<file path="src/rtl/tx_frame_src.sv">
// Framed PN symbol source for the PSK modulator AXIS input.
// Alternating preamble, then PN payload; BPSK/QPSK chosen per frame.
module tx_frame_src #(
  parameter int BYTES      = 1,
  parameter int PN_N       = 5,
  parameter int FRAME_LEN  = 32,
  parameter int PRE_LEN    = 8,
  parameter int GAP_CYCLES = 0,
  parameter int RESEED     = 0
) (
  input  logic               clk,
  input  logic               rst,
  input  logic               en,
  input  logic               mode_bpsk,
  output logic [BYTES*8-1:0] data_tdata,
  output logic               data_tvalid,
  input  logic               data_tready,
  output logic               data_tlast,
  output logic               data_tuser,
  output logic               busy,
  output logic [15:0]        frame_cnt
);

  localparam int BITS = BYTES * 8;
  localparam int TAPB = (PN_N == 3) ? 2 : (PN_N == 4) ? 3 :
                        (PN_N == 5) ? 3 : (PN_N == 6) ? 5 :
                        (PN_N == 7) ? 6 : 5;
  localparam int MAXL = (PRE_LEN > FRAME_LEN) ? PRE_LEN : FRAME_LEN;
  localparam int CW   = (MAXL > 1) ? $clog2(MAXL) : 1;
  localparam int GW   = (GAP_CYCLES > 1) ? $clog2(GAP_CYCLES) : 1;

  localparam logic [CW-1:0] PRE_END = CW'(PRE_LEN - 1);
  localparam logic [CW-1:0] FRM_END = CW'(FRAME_LEN - 1);
  localparam logic [GW-1:0] GAP_END = GW'(GAP_CYCLES - 1);

  typedef enum logic [1:0] {
    S_IDLE, S_PRE, S_PAY, S_GAP
  } state_t;

  state_t          r_state, w_state;
  logic [CW-1:0]   r_cnt, w_cnt, w_cnt_inc;
  logic [GW-1:0]   r_gcnt, w_gcnt;
  logic [PN_N-1:0] r_lfsr, w_lfsr, w_lfsr_adv;
  logic [1:0]      r_sym, w_sym;
  logic            r_valid, w_valid;
  logic            r_last, w_last;
  logic            r_user, w_user;
  logic            r_busy;
  logic [15:0]     r_fcnt, w_fcnt;
  logic            w_hs, w_start, w_stop;

  function automatic logic [PN_N-1:0] shl(input logic [PN_N-1:0] l);
    return {l[PN_N-2:0], l[PN_N-1] ^ l[TAPB-1]};
  endfunction

  function automatic logic [1:0] sym_pre(input logic k0, input logic bp);
    return {~k0, bp ? 1'b0 : ~k0};
  endfunction

  // QPSK's second bit is what lands in the MSB after one shift
  function automatic logic [1:0] sym_pay(input logic [PN_N-1:0] l,
                                         input logic bp);
    return {l[PN_N-1], bp ? 1'b0 : l[PN_N-2]};
  endfunction

  assign w_hs       = r_valid & data_tready;
  assign w_cnt_inc  = r_cnt + 1'b1;
  assign w_lfsr_adv = r_user ? shl(r_lfsr) : shl(shl(r_lfsr));

  always_comb begin
    w_state = r_state;
    w_cnt   = r_cnt;
    w_gcnt  = r_gcnt;
    w_lfsr  = r_lfsr;
    w_sym   = r_sym;
    w_valid = r_valid;
    w_last  = r_last;
    w_user  = r_user;
    w_fcnt  = r_fcnt;
    w_start = 1'b0;
    w_stop  = 1'b0;
    unique case (r_state)
      S_IDLE: w_start = en;
      S_PRE: begin
        if (w_hs) begin
          if (r_cnt == PRE_END) begin
            w_state = S_PAY;
            w_cnt   = '0;
            w_sym   = sym_pay(r_lfsr, r_user);
            w_last  = (FRAME_LEN == 1);
          end else begin
            w_cnt = w_cnt_inc;
            w_sym = sym_pre(w_cnt_inc[0], r_user);
          end
        end
      end
      S_PAY: begin
        if (w_hs) begin
          w_lfsr = w_lfsr_adv;
          if (r_cnt == FRM_END) begin
            w_fcnt = r_fcnt + 16'd1;
            if (GAP_CYCLES > 0) begin
              w_state = S_GAP;
              w_gcnt  = '0;
              w_valid = 1'b0;
              w_last  = 1'b0;
              w_sym   = '0;
            end else if (en) begin
              w_start = 1'b1;
            end else begin
              w_stop = 1'b1;
            end
          end else begin
            w_cnt  = w_cnt_inc;
            w_sym  = sym_pay(w_lfsr_adv, r_user);
            w_last = (w_cnt_inc == FRM_END);
          end
        end
      end
      S_GAP: begin
        w_gcnt = r_gcnt + 1'b1;
        if (r_gcnt == GAP_END) begin
          if (en) w_start = 1'b1;
          else    w_stop  = 1'b1;
        end
      end
      default: w_stop = 1'b1;
    endcase
    // frame start: w_lfsr already holds the advanced state when leaving PAY
    if (w_start) begin
      w_user  = mode_bpsk;
      w_lfsr  = (RESEED != 0) ? '1 : w_lfsr;
      w_valid = 1'b1;
      w_cnt   = '0;
      if (PRE_LEN > 0) begin
        w_state = S_PRE;
        w_sym   = sym_pre(1'b0, mode_bpsk);
        w_last  = 1'b0;
      end else begin
        w_state = S_PAY;
        w_sym   = sym_pay(w_lfsr, mode_bpsk);
        w_last  = (FRAME_LEN == 1);
      end
    end
    if (w_stop) begin
      w_state = S_IDLE;
      w_valid = 1'b0;
      w_last  = 1'b0;
      w_sym   = '0;
    end
  end

  always_ff @(posedge clk) begin
    if (rst) begin
      r_state <= S_IDLE;
      r_cnt   <= '0;
      r_gcnt  <= '0;
      r_lfsr  <= '1;
      r_sym   <= '0;
      r_valid <= 1'b0;
      r_last  <= 1'b0;
      r_user  <= 1'b0;
      r_busy  <= 1'b0;
      r_fcnt  <= '0;
    end else begin
      r_state <= w_state;
      r_cnt   <= w_cnt;
      r_gcnt  <= w_gcnt;
      r_lfsr  <= w_lfsr;
      r_sym   <= w_sym;
      r_valid <= w_valid;
      r_last  <= w_last;
      r_user  <= w_user;
      r_busy  <= (w_state != S_IDLE);
      r_fcnt  <= w_fcnt;
    end
  end

  assign data_tdata  = {{(BITS-2){1'b0}}, r_sym};
  assign data_tvalid = r_valid;
  assign data_tlast  = r_last;
  assign data_tuser  = r_user;
  assign busy        = r_busy;
  assign frame_cnt   = r_fcnt;

endmodule

</file>
<file path="config.mk">
export PLATFORM = sky130hd
export DESIGN_NAME = tx_frame_src
export DESIGN_NICKNAME = d
export VERILOG_FILES = /design/src/rtl/tx_frame_src.sv
export SDC_FILE = /design/constraint.sdc
export NUM_CORES = 1
export LEC_CHECK = 0
export BUFFER_PORTS_ARGS = -buffer_cell sky130_fd_sc_hd__buf_4
export CAP_MARGIN = 20
export CORE_UTILIZATION = 55
export CTS_CLUSTER_DIAMETER = 40
export CTS_CLUSTER_SIZE = 25
export DETAILED_ROUTE_END_ITERATION = 8
export PLACE_DENSITY = 0.85
export SYNTH_ARGS = -nofsm -noshare
export SYNTH_HDL_FRONTEND = slang
export SYNTH_SLANG_ARGS = --single-unit
</file>
<file path="constraint.sdc">
create_clock -name clk -period 2.95 [get_ports clk]
set_clock_uncertainty 0.2 [all_clocks]
set_input_delay 0.1475 -clock clk [delete_from_list [all_inputs] [get_ports clk]]
set_output_delay 0.1475 -clock clk [all_outputs]
set_load 0.03 [all_outputs]
</file>
==> impl_metrics.yaml <==
worst_setup_path:
  r2r_cells: 8
  critPathKind: "reg2reg"
  r2r_slack_ns: 0.13
  end_kind: "flip-flop"
  cp_max_fo: 7
  cp-endpoint: "data_tuser"
  reg2reg_to: "data_tuser"
  crit_required_ns: 2.97
  start_kind: "flip-flop"
  worstPathArrival_ns: 2.85
  startpoint: "r_cnt[0]"
  r2r_start: "r_cnt[0]"
clock_tree:
  cts_buffers: 5
  root_buffer: "clkbuf_4"
  htreeDepth: 2
  clockBufferDepth: 2
  clock_latency_ns: 0.33
  tritoncts: "yes"
  cts_sinks: 35
  path_clk_slew_ns: 0.10
synthesis:
  synth-seq-cells: 35
  post-synth-top-count-cell: "dfxtp_1"
  syn_area_um2: 1870
  synth_edf_count: 0
  seq_area_frac_synth: 0.375
  yosys_warnings: 0
  synth.area.top_cells: "dfxtp_1 37%, xor2_1 5.2%, nand2_1 4.8%"
  synth-async-reset-ratio: 0
  synth.avg_cell_area_um2: 8.74
  synth_top_area_frac: 0.375
  syn_inst: 214
  ys.flop_type: "dfxtp_1"
  synth_top_area_cell: "dfxtp_1"
  synth.distinct_cells: 49
  ys_top_cells_by_count: "35 x dfxtp_1, 24 x nand2_1, 15 x a21oi_1"
die:
  io_pins: 33
  core-area_um2: 3130
  initial_core_util: 0.598
  die_y_um: 60.3
  die_area_um2: 3640
  dieWidth_um: 60.3
  rows: 20
worst_hold_path:
  hp-class: "in2reg"
sta:
  hold_viol: 0
  slew_headroom: 0.654
  period_needed_ns: 2.82
  slew_viol_final: 0
  max_clock_freq_ghz: 0.354
  setup_violations: 0
  fin_setup_tns_ns: 0
  max_slew.worst_pin.slew_ns: 0.515
  period_share: 0.957
  rsz0062_at_grt: "false"
global_route:
  grt_pass1_wl_mm: 6.35
  grt_use_total: 0.238
  grt-ovfl-total: 0
  grt_max_degree: 23
  grt_pass1_vias: 1394
  antenna_found_initial: 0
final_layout:
  area_growth_pct: 15.3
  diodes: 0
  final_util: 0.689
  final_nets: 252
  fillerInstances: 260
  drive_gt1_frac: 0.168
detailed_routing:
  drc_errors: 0
  antenna_left: 0
  drt_iter0_drc: 90
  drt-pass1-iter-count: 4
  viasPerCell: 5.68
  drt-wirelength-per-cell_um: 13.5
  num_vias: 1635
  routed_wl_mm: 3.88
power_and_ir_drop:
  p_leak_nw: 0.893
  p_per_area_nw_per_um2: 381
  peakVddDrop_mv: 0.270
run:
  maxCapViolations: 0
placement:
  hpwlAfterDp_mm: 2.68
  io_buffers: 26
  gp_congestion: 0.792
run_status:
  status: "complete, no violations"
flip-flops by register name, summed over array words and instances (netlist names):
signal and cells:
busy 1, data_tlast 1, data_tuser 1, data_tvalid 1, frame_cnt 16, r_cnt 5
r_gcnt 1, r_lfsr 5, r_state 2, r_sym 2
cells in the final DEF, fill, tap and decap left out, types with 2 or more instances in the layout:
cell           instances
o31ai_1                5
a21oi_1               15
buf_4                 29
o21ai_0                5
clkbuf_1               2
ha_1                   4
dlygate4sd3_1          4
dfxtp_1               35
o21ai_1                3
and3_1                 5
xor2_1                11
mux2i_1                7
inv_1                  5
or3b_1                 2
nand4_1                8
nand3_1                7
nor2_1                12
o211ai_1               5
nand2b_1               3
nand4b_1               2
clkbuf_4               5
and2_1                 4
a21boi_1               2
conb_1                 6
or4_1                  5
or3_1                  6
nand2_1               24
routing by layer:
metal  vias up  track usage  part of all wire
li1        825            -                 -
met1       758        0.334              0.49
met2        46        0.338              0.45
met3         6       0.0671             0.047
met4         0        0.106             0.016
met5         -            0                 0
worst max-delay path, stage by stage (launching register included):
cell	delay [ns]
dfxtp_1	0.43
ha_1	0.25
and3_1	0.19
ha_1	0.24
nand4b_1	0.18
a311o_1	0.44
mux2i_1	0.17
nor2_1	0.06
dlygate4sd3_1	0.56
cells by family after synthesis:
group                    share of synthesized area
adder cells (fa/ha/maj)                     0.0268
flip-flops                                   0.375
AO/OA/AOI/OAI                                0.165
AND/OR/NAND/NOR                              0.270
multiplexers                                0.0435
other                                      0.00201
buffers and inverters                       0.0616
XOR/XNOR                                    0.0562
area by class of cell:
cell class                 instances  area [um2]  area share
inverter                           5        18.8     0.00871
sequential                        35         701       0.325
clock inverter                     1        5.00     0.00232
multi-input combinational        163        1070       0.498
clock buffer                       7        45.0      0.0209
tap                               44        55.1      0.0256
timing repair buffer              33         258       0.120
timing repair:
action,4_1_cts,5_1_grt
hold buffers,4,0
setup endpoints to repair,0,1
endpoints found under the hold margin,21,0
resized for setup,0,0
buffers inserted,0,2
where the power goes:
part           internal [mW]  switching [mW]  total (mW)
combinational         0.0328          0.0528      0.0856
clock                 0.0929           0.153       0.246
sequential             0.479          0.0102       0.489
total                  0.605           0.216       0.821
how the worst min path moves through the flow:
stage,startpoint,to,cells past startpoint
finish,data_tready,data_tlast,4
global placement,mode_bpsk,data_tuser,3
CTS,data_tready,data_tlast,4
detailed placement,mode_bpsk,data_tuser,3
floorplan,en,busy,1
global route,data_tready,data_tlast,4
per-stage QoR:
step           std cells  setup slack (ns)  area (um2)  power, mW  hold WS (ns)
2_1_floorplan        219             0.656        1890      0.560        0.0654
3_3_place_gp         274             0.561        2050      0.575         0.205
3_5_place_dp         274             0.469        2050      0.576         0.210
4_1_cts              286             0.139        2140      0.821        0.0703
5_1_grt              288           0.00687        2150      0.858        0.0863
6_report             288             0.127        2150      0.821        0.0850
Power figures use the tool's default switching activity.
